[src/rtl/irq_sched_if.sv]
// Peripheral-bridge register bus seen by irq_sched: word address, write strobe,
// write data and combinational read data.
interface irq_sched_if;
  logic [31:0] ADDR;
  logic        WE;
  logic [31:0] WD;
  logic [31:0] RD;

  modport master (output ADDR, WE, WD, input RD);
  modport slave  (input ADDR, WE, WD, output RD);
endinterface

[src/rtl/irq_sched.sv]
// Interrupt controller: latches device IRQ pulses, masks and prioritises them,
// and runs a request / acknowledge / end-of-interrupt handshake with the CPU.
module irq_sched #(
  parameter int          N    = 6,
  parameter logic [31:0] BASE = 32'h0000_7f40
) (
  input  logic           clk,
  input  logic           reset,
  irq_sched_if.slave     bus,
  input  logic [N-1:0]   DEV_IRQ,
  input  logic           ACK,
  output logic           IRQ,
  output logic [3:0]     IRQ_ID
);

  typedef enum logic [1:0] {
    S_IDLE,
    S_ASSERT,
    S_SERVICE
  } state_t;

  state_t       state, state_nx;
  logic [N-1:0] mask, pend, req, w1c, ackclr;
  logic [15:0]  ack_cnt;
  logic         irq_nx;
  logic [3:0]   id_nx, sel;
  logic         any, ack_take;

  logic [31:0]  off;
  logic         in_win;
  logic [1:0]   word;
  logic         wr_mask, wr_pend, wr_eoi;
  logic [31:0]  rd;
  logic         unused_ok;

  // Window decode relative to BASE, so BASE need not be 16-byte aligned.
  assign off     = bus.ADDR - BASE;
  assign in_win  = (off[31:4] == 28'd0);
  assign word    = off[3:2];
  assign wr_mask = bus.WE && in_win && (word == 2'd0);
  assign wr_pend = bus.WE && in_win && (word == 2'd1);
  assign wr_eoi  = bus.WE && in_win && (word == 2'd3);
  assign unused_ok = &{1'b0, off[1:0], bus.WD};

  assign req      = pend & mask;
  assign any      = |req;
  assign ack_take = (state == S_ASSERT) && ACK;
  assign w1c      = wr_pend ? bus.WD[N-1:0] : '0;

  // NOTE: every always_comb output gets a default before any branch, so no
  // path can leave a signal unassigned and infer a latch.
  always_comb begin
    sel    = 4'd0;
    ackclr = '0;
    for (int i = N - 1; i >= 0; i--) begin
      if (req[i]) sel = 4'(i);
    end
    for (int i = 0; i < N; i++) begin
      ackclr[i] = ack_take && (IRQ_ID == 4'(i));
    end
  end

  always_comb begin
    state_nx = state;
    irq_nx   = IRQ;
    id_nx    = IRQ_ID;
    unique case (state)
      S_IDLE: begin
        if (any) begin
          state_nx = S_ASSERT;
          irq_nx   = 1'b1;
          id_nx    = sel;
        end
      end
      S_ASSERT: begin
        // Acknowledge takes priority over a simultaneous mask-off or clear.
        if (ACK) begin
          state_nx = S_SERVICE;
          irq_nx   = 1'b0;
        end else if (!any) begin
          state_nx = S_IDLE;
          irq_nx   = 1'b0;
        end else begin
          id_nx    = sel;
        end
      end
      S_SERVICE: begin
        if (wr_eoi) state_nx = S_IDLE;
      end
      default: begin
        state_nx = S_IDLE;
        irq_nx   = 1'b0;
      end
    endcase
  end

  // NOTE: sequential state uses non-blocking assignments only, so every flop
  // samples pre-edge values regardless of statement order.
  always_ff @(posedge clk) begin
    if (!reset) begin
      state   <= S_IDLE;
      IRQ     <= 1'b0;
      IRQ_ID  <= 4'd0;
      mask    <= '0;
      pend    <= '0;
      ack_cnt <= 16'd0;
    end else begin
      state  <= state_nx;
      IRQ    <= irq_nx;
      IRQ_ID <= id_nx;
      if (wr_mask) mask <= bus.WD[N-1:0];
      // Device set is OR-ed last so it beats a same-cycle clear.
      pend <= (pend & ~w1c & ~ackclr) | DEV_IRQ;
      if (ack_take) ack_cnt <= ack_cnt + 16'd1;
    end
  end

  always_comb begin
    rd = 32'd0;
    if (in_win) begin
      unique case (word)
        2'd0: rd[N-1:0] = mask;
        2'd1: rd[N-1:0] = pend;
        2'd2: begin
          rd[3:0]   = IRQ_ID;
          rd[8]     = (state == S_SERVICE);
          rd[9]     = IRQ;
          rd[31:16] = ack_cnt;
        end
        default: rd = 32'd0;
      endcase
    end
  end

  assign bus.RD = rd;

endmodule

[src/flat_wrapper.sv]
// flat-port wrapper written by rule: the top's interface ports become plain ports
module irq_sched_flat 
#(
  parameter int          N    = 6,
  parameter logic [31:0] BASE = 32'h0000_7f40
)
  (clk, reset, DEV_IRQ, ACK, IRQ, IRQ_ID, bus_ADDR, bus_WE, bus_WD, bus_RD);
  irq_sched_if bus_i ();
  input  logic clk;
  input  logic reset;
  input  logic [N-1:0] DEV_IRQ;
  input  logic ACK;
  output logic IRQ;
  output logic [3:0] IRQ_ID;
  input wire logic [$bits(bus_i.ADDR)-1:0] bus_ADDR;
  input wire logic [$bits(bus_i.WE)-1:0] bus_WE;
  input wire logic [$bits(bus_i.WD)-1:0] bus_WD;
  output wire logic [$bits(bus_i.RD)-1:0] bus_RD;
  assign bus_i.ADDR = bus_ADDR;
  assign bus_i.WE = bus_WE;
  assign bus_i.WD = bus_WD;
  assign bus_RD = bus_i.RD;
  irq_sched #(.N(N), .BASE(BASE)) u_core (.clk(clk), .reset(reset), .bus(bus_i), .DEV_IRQ(DEV_IRQ), .ACK(ACK), .IRQ(IRQ), .IRQ_ID(IRQ_ID));
endmodule
[config.mk]
export PLATFORM = sky130hd
export DESIGN_NAME = irq_sched_flat
export DESIGN_NICKNAME = d
export VERILOG_FILES = /design/src/rtl/irq_sched_if.sv /design/src/rtl/irq_sched.sv /design/src/flat_wrapper.sv
export SDC_FILE = /design/constraint.sdc
export NUM_CORES = 1
export LEC_CHECK = 0
export CORE_ASPECT_RATIO = 2
export CORE_MARGIN = 3
export CORE_UTILIZATION = 64
export CTS_CLUSTER_SIZE = 24
export DETAILED_ROUTE_END_ITERATION = 10
export DONT_BUFFER_PORTS = 1
export GPL_TIMING_DRIVEN = 0
export HOLD_SLACK_MARGIN = 0.06
export PLACE_DENSITY = 0.8
export SYNTH_ARGS = -nofsm -noshare
export SYNTH_HDL_FRONTEND = slang
export SYNTH_SLANG_ARGS = --single-unit
[constraint.sdc]
create_clock -name clk -period 3.35 [get_ports clk]
set_clock_uncertainty 0.2 [all_clocks]
set_input_delay 0.335 -clock clk [delete_from_list [all_inputs] [get_ports clk]]
set_output_delay 0.335 -clock clk [all_outputs]
set_load 0.005 [all_outputs]
==> impl_metrics.yaml, run 1 <==
run_status:
  status: "completed"
die:
  core_area_mm2: 0.00361
  rows: 31
  initial_utilization_pct: 66.8
  fp.dieW_um: 49.4
  die_y_um: 92.8
  fp.dieArea_mm2: 0.00458
  io_pins: 111
critical_path:
  critPathMaxFanout: 8
  cp.required_ns: 2.81
  timing.critical_path.arrival_ns: 2.69
  critical_path.endpoint_type: "output port"
  critical_path.reg2reg.startpoint: "u_core.state[0]"
  reg2reg_setup_slack_ns: 1.02
  critical_path_class: "in2out"
  cp-start-kind: "input port"
  worst_r2r_endpoint: "u_core.ack_cnt[15]"
  rr_worst_depth: 7
timing:
  finalSetupTns_ns: 0
  post-route-period-util_pct: 96.3
  final_hold_viol_count: 0
  unrepaired_setup_endpoints_after_global_routing: "false"
  worstMarginPinSlew_ns: 0.681
  timing.max_slew.rel_slack_pct: 54.2
  count_of_final_setup_violators: 0
  slew_viol_final: 0
  smallest_setup_slack_after_layout_ns: 0.124
  fmax_mhz: 310
  layout_min_cycle_time_ns: 3.23
final_layout:
  fillCellCount: 305
  final_layout_size_suffix_gt1_share_pct: 10.9
  layout.nets: 413
  area_growth_syn_to_layout_pct: 12.9
  sequential_cell_area_um2: 681
  final_design_area_no_fill_mm2: 0.00272
  antenna_diodes: 0
  multiInputGateArea_mm2: 0.00163
detailed_routing:
  remaining_drc_errors: 0
  initialDrtViolationCount: 75
  totalWireLength_um: 6410
  ant_nets: 0
  detailedRoute.firstPassIterationCount: 4
  via_count: 2419
  wire_per_inst_um: 16.6
  avgViaCountPerCell: 6.25
power_and_ir_drop:
  power_density_mw_per_mm2: 290
  ir_worst_vdd_mv: 0.301
  p_total_mw: 0.790
  cellLeakagePower_nw: 0.951
global_routing:
  largest_net_degree_at_the_start_of_global_routing: 11
  grt_use_met2_pct: 53.1
  first_global_vias: 2342
  most_used_layer_global_route: "met2"
  grt-ovfl-total: 0
  grt_first_pass_wirelength_um: 10300
  track_usage_pct: 28.5
  grtUsageMet1_pct: 28.9
  grt_use_met3_pct: 4.99
  initial_antenna_violation_count: 0
synth:
  yosys-mux-area-fraction_pct: 5.45
  synth-simple-area-share_pct: 38.5
  ys_seq_elements: 34
  synth_top_family_by_area: "simple AND/OR/NAND/NOR gates"
  synth_cell_type_count: 61
  yosysWarningCount: 0
  seq_area_frac_synth_pct: 28.2
  post_synth_main_area_contributors: "dfxtp_1 (28%), nand2_1 (5.6%), nor2_1 (5.1%)"
  post-synth-top-area-cell: "dfxtp_1"
  synth-async-reset-ratio_pct: 0
  adder_cell_area_share_of_the_yosys_netlist_pct: 0.519
  synth_cells: 309
  synth_compound_area_share_pct: 16.7
  synth_xor_area_share_pct: 4.72
  post-synth-top-area-fraction_pct: 28.2
  synthesis.area_mm2: 0.00241
  post_synth.cell_area_avg_um2: 7.80
  yosys-top-cells-count: "nand2_1 (36), dfxtp_1 (34), nor2_1 (33), and2_1 (17), nand3_1 (17)"
  ys.flop_type: "dfxtp_1"
  synth-edff-count: 0
  yosysMostFrequentCell: "nand2_1"
clock_network:
  ctsHtreeMaxLevel: 2
  number_of_buffers_created_by_cts: 5
  cts_tree: "done"
  cts.path.max_buffers: 2
  clk_pin_slew_worst_setup_hold_paths_ns: 0.07
  clock_root_buffer: "clkbuf_8"
  clock_sinks: 34
  worstSkewPairLatency_ns: 0.28
hold_path:
  worstHoldEndpoint: "u_core.pend[5]"
  hold_path.class: "in2reg"
  holdPathStages: 2
  min_from: "DEV_IRQ[5]"
placed_design:
  gp_routability_congestion: 0.897
  dp_hpwl_um: 4920
  placed_area_mm2: 0.00250
  place.port_buffers: 0
  post-place-ws_ns: -0.0510
job:
  timing.max_cap.violations: 0
[cell type report]
type / count / share of cell area, %
well taps: 49 / 2.25
inverters: 7 / 0.965
multi-input cells: 258 / 59.8
clock buffers: 5 / 2.53
plain buffers: 18 / 4.14
repair buffers: 14 / 4.96
clock inverters: 2 / 0.368
flip-flops and latches: 34 / 25.0
[layer usage]
metal,vias to the layer above,routed length (um)
li1,1180,-
met1,1120,2270
met2,99,3520
met3,20,377
met4,0,248
met5,-,0
[state kept, by name, summed over array words and instances, names as in the netlist]
name            flops
u_core.mask         6
u_core.state        2
u_core.IRQ_ID       3
u_core.IRQ          1
u_core.ack_cnt     16
u_core.pend         6
[worst max-delay path, cell delays in order]
cell	delay, ns
or4_4	0.55
or4b_1	0.50
nor4_2	0.32
nand3_1	0.22
or3_1	0.41
buf_6	0.16
nor3_4	0.20
[layout by cell type (no fill, tap or decap), drive strengths merged, types with 12 or more instances in the layout]
master	netlist	routed
nor4	15	15
mux2i	12	12
nor3	12	12
clkbuf	7	12
nand3	17	17
dfxtp	34	34
nand2	36	36
a21oi	16	16
nor2	33	33
and2	17	17
dlygate4sd3	0	12
buf	11	13
[kinds of logic after synthesis]
| family | count (synthesis) |
|---|---|
| AO/OA/AOI/OAI | 58 |
| XOR/XNOR | 13 |
| adder cells (fa/ha/maj) | 1 |
| buffers and inverters | 25 |
| flip-flops | 34 |
| multiplexers | 13 |
| other | 1 |
| AND/OR/NAND/NOR | 164 |
[worst max-delay path by stage]
stage                 start         end  slack (ns)  depth (start not counted)
2_1_floorplan  bus_ADDR[17]   bus_RD[8]        0.35                          7
3_3_place_gp   bus_ADDR[17]  bus_RD[28]       -0.03                          7
3_5_place_dp   bus_ADDR[17]  bus_RD[20]       -0.05                          7
4_1_cts        bus_ADDR[17]  bus_RD[20]       0.005                          7
5_1_grt        bus_ADDR[17]  bus_RD[26]        0.02                          7
6_report       bus_ADDR[17]   bus_RD[8]        0.12                          7
[repair_timing]
item                                   4_1_cts  5_1_grt
hold buffers                                12        0
endpoints found under the hold margin       12        0
buffers inserted                             1        1
pin swaps                                    1        2
resized for setup                            0        1
setup endpoints to repair                   10       16
[where the power goes]
group / internal (mW) / switching [mW] / total (mW)
Sequential: 0.410 / 0.00799 / 0.418
Clock: 0.139 / 0.145 / 0.284
Combinational: 0.0414 / 0.0455 / 0.0869
Total: 0.591 / 0.198 / 0.790
[stage by stage]
stage               hold slack (ns)  cells  utilization (%)
global placement              0.250    366             69.4
detailed placement            0.251    366             69.4
global route                 0.0838    387             75.5
finish                       0.0769    387             75.5
CTS                          0.0728    386             75.1
floorplan                     0.243    317                -
Note: power is estimated with default switching activity, not from simulation.
==> run 2: changes to the inputs <==
--- a/config.mk
+++ b/config.mk
@@ -5,15 +5,18 @@
 export SDC_FILE = /design/constraint.sdc
 export NUM_CORES = 1
 export LEC_CHECK = 0
+export ABC_AREA = 1
+export CELL_PAD_IN_SITES_DETAIL_PLACEMENT = 0
+export CELL_PAD_IN_SITES_GLOBAL_PLACEMENT = 1
 export CORE_ASPECT_RATIO = 2
-export CORE_MARGIN = 3
-export CORE_UTILIZATION = 64
+export CORE_MARGIN = 2
+export CORE_UTILIZATION = 42
 export CTS_CLUSTER_SIZE = 24
 export DETAILED_ROUTE_END_ITERATION = 10
 export DONT_BUFFER_PORTS = 1
 export GPL_TIMING_DRIVEN = 0
 export HOLD_SLACK_MARGIN = 0.06
-export PLACE_DENSITY = 0.8
+export PLACE_DENSITY_LB_ADDON = 0.1
 export SYNTH_ARGS = -nofsm -noshare
 export SYNTH_HDL_FRONTEND = slang
 export SYNTH_SLANG_ARGS = --single-unit
==> impl_metrics.yaml, run 2 <==
run_status:
  status: "completed"
global_routing:
  initial_antenna_violation_count: 0
  grt-ovfl-total: 0
  largest_net_degree_at_the_start_of_global_routing: 12
  first_global_vias: 2744
  grt_first_pass_wirelength_um: 12200
  track_usage_pct: 23.6
clock_network:
  ctsHtreeMaxLevel: 2
  number_of_buffers_created_by_cts: 5
  clock_sinks: 34
  cts.path.max_buffers: 2
  cts_post_setup_buffers_inserted: 0
  clock_root_buffer: "clkbuf_16"
  clk_pin_slew_worst_setup_hold_paths_ns: 0.05
  worstSkewPairLatency_ns: 0.28
  cts_tree: "done"
  cts-hold-fix-buffers: 12
  cts_resized: 0
detailed_routing:
  via_count: 2778
  totalWireLength_um: 7680
  ant_nets: 0
  initialDrtViolationCount: 89
  detailedRoute.firstPassIterationCount: 4
  avgViaCountPerCell: 5.19
  wire_per_inst_um: 14.4
  remaining_drc_errors: 0
die:
  io_pins: 111
  fp.dieW_um: 59.7
  fp.dieArea_mm2: 0.00688
  core_area_mm2: 0.00601
  rows: 40
  die_y_um: 115
  initial_utilization_pct: 43.3
final_layout:
  max_reg_flops: 16
  fillCellCount: 697
  antenna_diodes: 0
  layout.cells.most_common_list: "nand2_1 (126), inv_1 (62), nor2_1 (62)"
  registers.top_by_ff_count: "u_core.ack_cnt"
  final_layout_size_suffix_gt1_share_pct: 8.69
  largest_registers_in_the_final_layout: "u_core.ack_cnt x16, u_core.mask x6, u_core.pend x6"
  layout.nets: 546
  fin_util_pct: 49.7
  layout_commonest_cell: "nand2_1"
  area_growth_syn_to_layout_pct: 14.6
hold_path:
  hold_path.class: "in2reg"
  min_from: "bus_WD[2]"
  worstHoldEndpoint: "u_core.pend[2]"
  holdPathStages: 3
placed_design:
  dp_hpwl_um: 6310
  place.port_buffers: 0
  gp_routability_congestion: 0.791
critical_path:
  rr_worst_depth: 11
  timing.critical_path.arrival_ns: 2.21
  max_stage_delay_ns: 0.32
  reg2reg_setup_slack_ns: 0.95
  crit_slowest_cell: "nor2_4"
  critical_path.reg2reg.startpoint: "u_core.state[1]"
  critPathMaxFanout: 10
  cp.required_ns: 2.81
  cp-start-kind: "input port"
  worst_r2r_endpoint: "u_core.ack_cnt[15]"
  critical_path.endpoint_type: "output port"
  worst_path_most_repeated_cell: "nand3_1"
  cp_cell_sequence: "nor2_2 > nor2_1 > nand3_1 > nand3_1 > nand2_1 > nand3_1 > nor2_1 > nand3_1 > nor2_4 > inv_2 > buf_2 > a21oi_1"
  critical_path_class: "in2out"
synth:
  yosysMostFrequentCell: "nand2_1"
  post-synth-top-area-cell: "dfxtp_1"
  synth-async-reset-ratio_pct: 0
  yosys-mux-area-fraction_pct: 0
  post_synth.cell_area_avg_um2: 5.86
  synth_xor_area_share_pct: 0
  synth-simple-area-share_pct: 48.1
  adder_cell_area_share_of_the_yosys_netlist_pct: 0.481
  synth-edff-count: 0
  synth_top_family_by_area: "simple AND/OR/NAND/NOR gates"
  yosys-top-cells-count: "nand2_1 (126), inv_1 (62), nor2_1 (62), dfxtp_1 (34), nand3_1 (30)"
  ys_seq_elements: 34
  synth_compound_area_share_pct: 11.1
  yosysWarningCount: 0
  post-synth-top-area-fraction_pct: 26.2
  ys.flop_type: "dfxtp_1"
  synthesis.area_mm2: 0.00260
  post_synth_main_area_contributors: "dfxtp_1 (26%), nand2_1 (18%), inv_1 (8.9%)"
  seq_area_frac_synth_pct: 26.2
  synth_cells: 444
  synth_cell_type_count: 35
timing:
  final_hold_viol_count: 0
  post-route-period-util_pct: 82.0
  finalSetupTns_ns: 0
  timing.max_slew.rel_slack_pct: 50.4
  count_of_final_setup_violators: 0
  slew_viol_final: 0
  unrepaired_setup_endpoints_after_global_routing: "false"
  layout_min_cycle_time_ns: 2.75
  worstMarginPinSlew_ns: 0.741
  fmax_mhz: 364
job:
  timing.max_cap.violations: 0
power_and_ir_drop:
  power_density_mw_per_mm2: 333
  ir_worst_vdd_mv: 0.255
  cellLeakagePower_nw: 1.24
-- run 2: changes by cell type in the layout (fill, tap and decap cells not counted), moves of 7 or more --
cell     change
nor3_1      +17
nor4_1      -10
inv_1       +55
a21oi_1      +9
xor2_1      -10
nand2_1     +90
nor2_2       +7
and2_1      -16
nand3_1     +13
mux2i_1     -12
nor2_1      +29
-- run 2: how the worst max path moves through the flow --
stage | cells after the start | startpoint | slack [ns] | endpoint
floorplan | 11 | bus_ADDR[15] | 1.04 | bus_RD[25]
global placement | 12 | bus_ADDR[7] | 0.59 | bus_RD[3]
detailed placement | 12 | bus_ADDR[7] | 0.58 | bus_RD[9]
CTS | 12 | bus_ADDR[7] | 0.58 | bus_RD[9]
global route | 12 | bus_ADDR[7] | 0.38 | bus_RD[16]
finish | 12 | bus_ADDR[7] | 0.60 | bus_RD[4]
-- run 2: final cells by class --
cell class              count  area, um^2  share of cell area [%]
multi-input cells         337        1590                    53.2
flip-flops and latches     34         681                    22.8
well taps                  63        78.8                    2.64
repair buffers             12         120                    4.03
clock inverters             2        12.5                   0.419
plain buffers              18         129                    4.32
clock buffers               6         139                    4.66
inverters                  63         236                    7.93
-- run 2: through the flow --
| step | instance area, um^2 | power, mW | setup slack [ns] | hold WS [ns] | instances |
|---|---|---|---|---|---|
| after global routing | 2980 | 1.04 | 0.375 | 0.0922 | 535 |
| after detailed placement | 2710 | 0.522 | 0.585 | 0.243 | 515 |
| after global placement | 2710 | 0.521 | 0.589 | 0.240 | 515 |
| after CTS | 2980 | 1.01 | 0.579 | 0.0745 | 535 |
| after floorplan | 2630 | 0.500 | 1.04 | 0.227 | 452 |
| final | 2980 | 0.994 | 0.602 | 0.0796 | 535 |
-- run 2: metal layers --
metal  global-route usage, %  share of wire [%]  up-vias  wire length (um)
met5                       0                  0        -                 0
met4                    8.74                2.6        0               198
met3                    4.72                4.7       12               364
met2                    47.7                 60       74              4580
met1                    21.3                 33     1235              2540
li1                        -                  -     1457                 -
-- run 2: power by group --
group | internal [mW] | switching, mW | leakage, nW
Clock | 0.294 | 0.176 | 0.0729
Combinational | 0.0460 | 0.0644 | 0.891
Sequential | 0.410 | 0.00391 | 0.276
-- run 2: cell families (layout without fill, tap and decap cells) --
family / Yosys count / after routing
buffers and inverters: 81 / 101
DFF: 34 / 34
AOI/OAI and AO/OA: 50 / 50
and+or+nand+nor: 277 / 277
other: 1 / 9
adders and majority gates: 1 / 1
-- run 2: worst max-delay path: cells and delay by family --
family / cells / cell delay, ns
buf+inv: 2 / 0.29
compound gates: 1 / 0.22
simple gates: 9 / 1.37
==> run 3: changes to the inputs <==
--- a/config.mk
+++ b/config.mk
@@ -5,12 +5,12 @@
 export SDC_FILE = /design/constraint.sdc
 export NUM_CORES = 1
 export LEC_CHECK = 0
-export ABC_AREA = 1
+export ABC_AREA = 0
 export CELL_PAD_IN_SITES_DETAIL_PLACEMENT = 0
 export CELL_PAD_IN_SITES_GLOBAL_PLACEMENT = 1
 export CORE_ASPECT_RATIO = 2
 export CORE_MARGIN = 2
-export CORE_UTILIZATION = 42
+export CORE_UTILIZATION = 40
 export CTS_CLUSTER_SIZE = 24
 export DETAILED_ROUTE_END_ITERATION = 10
 export DONT_BUFFER_PORTS = 1
==> constraint.sdc (replaced) <==
create_clock -name clk -period 2.35 [get_ports clk]
set_clock_uncertainty 0.2 [all_clocks]
set_input_delay 0.235 -clock clk [delete_from_list [all_inputs] [get_ports clk]]
set_output_delay 0.235 -clock clk [all_outputs]
set_load 0.005 [all_outputs]
==> impl_metrics.yaml, run 3 (synthesis results as in run 1) <==
run_status:
  status: "finished, violations left"
  failed_checks: "design-rule violations, negative setup slack"
final_layout:
  max_reg_flops: 16
  fin_util_pct: 52.6
  antenna_diodes: 0
  registers.top_by_ff_count: "u_core.ack_cnt"
  layout.cells.most_common_list: "nand2_1 (36), dfxtp_1 (34), nor2_1 (30)"
  layout_commonest_cell: "nand2_1"
  final_layout_size_suffix_gt1_share_pct: 19.5
  area_growth_syn_to_layout_pct: 29.0
  fillCellCount: 600
  layout.nets: 427
  largest_registers_in_the_final_layout: "u_core.ack_cnt x16, u_core.mask x6, u_core.pend x6"
placed_design:
  gp_routability_congestion: 0.848
  dp_hpwl_um: 5140
  post-place-ws_ns: -0.859
  place.port_buffers: 0
power_and_ir_drop:
  p_total_mw: 1.60
  power_density_mw_per_mm2: 514
  cellLeakagePower_nw: 1.14
  ir_worst_vdd_mv: 0.507
timing:
  hold_slack_ns: 0.0741
  smallest_setup_slack_after_layout_ns: -0.493
  timing.max_slew.rel_slack_pct: 51.9
  unrepaired_setup_endpoints_after_global_routing: "true"
  fmax_mhz: 352
  slew_viol_final: 0
  layout_min_cycle_time_ns: 2.84
  worstMarginPinSlew_ns: 0.722
  count_of_final_setup_violators: 30
  post-route-period-util_pct: 121
  final_hold_viol_count: 0
  finalSetupTns_ns: -11.85
clock_network:
  number_of_buffers_created_by_cts: 5
  worstSkewPairLatency_ns: 0.28
  ctsHtreeMaxLevel: 2
  clock_sinks: 34
  clock_root_buffer: "clkbuf_16"
  clk_pin_slew_worst_setup_hold_paths_ns: 0.05
  cts_tree: "done"
  cts.path.max_buffers: 2
hold_path:
  min_from: "bus_WE"
  hold_path.class: "in2reg"
  holdPathStages: 3
  worstHoldEndpoint: "u_core.pend[1]"
critical_path:
  cp.required_ns: 1.91
  cp-start-kind: "input port"
  critical_path.reg2reg.startpoint: "u_core.state[1]"
  critPathMaxFanout: 5
  reg2reg_setup_slack_ns: 0.20
  critical_path.endpoint_type: "output port"
  rr_worst_depth: 6
  worst_r2r_endpoint: "u_core.ack_cnt[9]"
  timing.critical_path.arrival_ns: 2.41
  critical_path_class: "in2out"
  critPathLaunch: "bus_ADDR[23]"
job:
  timing.max_cap.violations: 0
die:
  die_y_um: 114
  fp.dieW_um: 58.9
  initial_utilization_pct: 40.8
  io_pins: 111
  core_area_mm2: 0.00591
  rows: 40
  fp.dieArea_mm2: 0.00670
detailed_routing:
  totalWireLength_um: 6960
  initialDrtViolationCount: 114
  via_count: 2389
  avgViaCountPerCell: 5.74
  detailedRoute.firstPassIterationCount: 7
  wire_per_inst_um: 16.7
  ant_nets: 0
  remaining_drc_errors: 5
global_routing:
  initial_antenna_violation_count: 0
  first_global_vias: 2183
  track_usage_pct: 21.0
  grt-ovfl-total: 0
  largest_net_degree_at_the_start_of_global_routing: 13
  grt_first_pass_wirelength_um: 11000
run 3: cell types whose count changed in the layout (fill, tap and decap cells not counted), sizes merged, moves of 13 or more:
| cell | before | now |
|---|---|---|
| nor3 | 25 | 12 |
| nor4 | 1 | 15 |
| and2 | 1 | 17 |
| inv | 63 | 7 |
| nand2 | 128 | 36 |
| nor2 | 72 | 33 |
| nand3 | 33 | 17 |
run 3: per-layer routing:
layer | vias to the layer above | GRT usage, % | share of wire (%)
met4 | 0 | 5.76 | 0.99
met2 | 64 | 32.8 | 49
met3 | 5 | 3.51 | 5.6
met5 | - | 0 | 0
li1 | 1205 | - | -
met1 | 1115 | 29.5 | 45
run 3: what timing repair did:
item                       in CTS  in global routing
setup endpoints to repair      33                 34
gates cloned                    1                  0
pin swaps                      16                 10
gates resized for setup        20                 16
hold buffers                   14                  0
buffers inserted                8                  5
hold endpoints to repair       13                  0
run 3: area by class of cell:
cell class | count | area, um^2 | area share, %
Multi-Input combinational cell | 258 | 1750 | 56.2
Clock inverter | 3 | 68.8 | 2.21
Sequential cell | 34 | 681 | 21.9
Clock buffer | 5 | 125 | 4.02
Inverter | 7 | 26.3 | 0.845
Timing Repair Buffer | 28 | 256 | 8.25
Tap cell | 63 | 78.8 | 2.54
Buffer | 18 | 125 | 4.02
run 3: worst max path at each step:
stage / cells after the start / endpoint
6_report: 9 / bus_RD[17]
5_1_grt: 7 / bus_RD[4]
4_1_cts: 8 / bus_RD[22]
3_5_place_dp: 7 / bus_RD[20]
3_3_place_gp: 7 / bus_RD[22]
2_1_floorplan: 7 / bus_RD[8]
run 3: metrics by stage:
stage,instances,cell area (um^2)
global route,416,3110
floorplan,317,2440
CTS,411,2990
finish,416,3110
detailed placement,380,2520
global placement,380,2520
run 3: critical path, stage by stage:
cell	delay, ns
or4_4	0.52
or4b_4	0.51
nor4_4	0.31
nand3_2	0.11
buf_4	0.16
nor4_4	0.11
buf_4	0.19
buf_6	0.12
and2_4	0.14
run 3: power by group:
group          internal (mW)  switching, mW
registers              0.586        0.00992
clock network          0.609          0.251
logic                 0.0655         0.0759
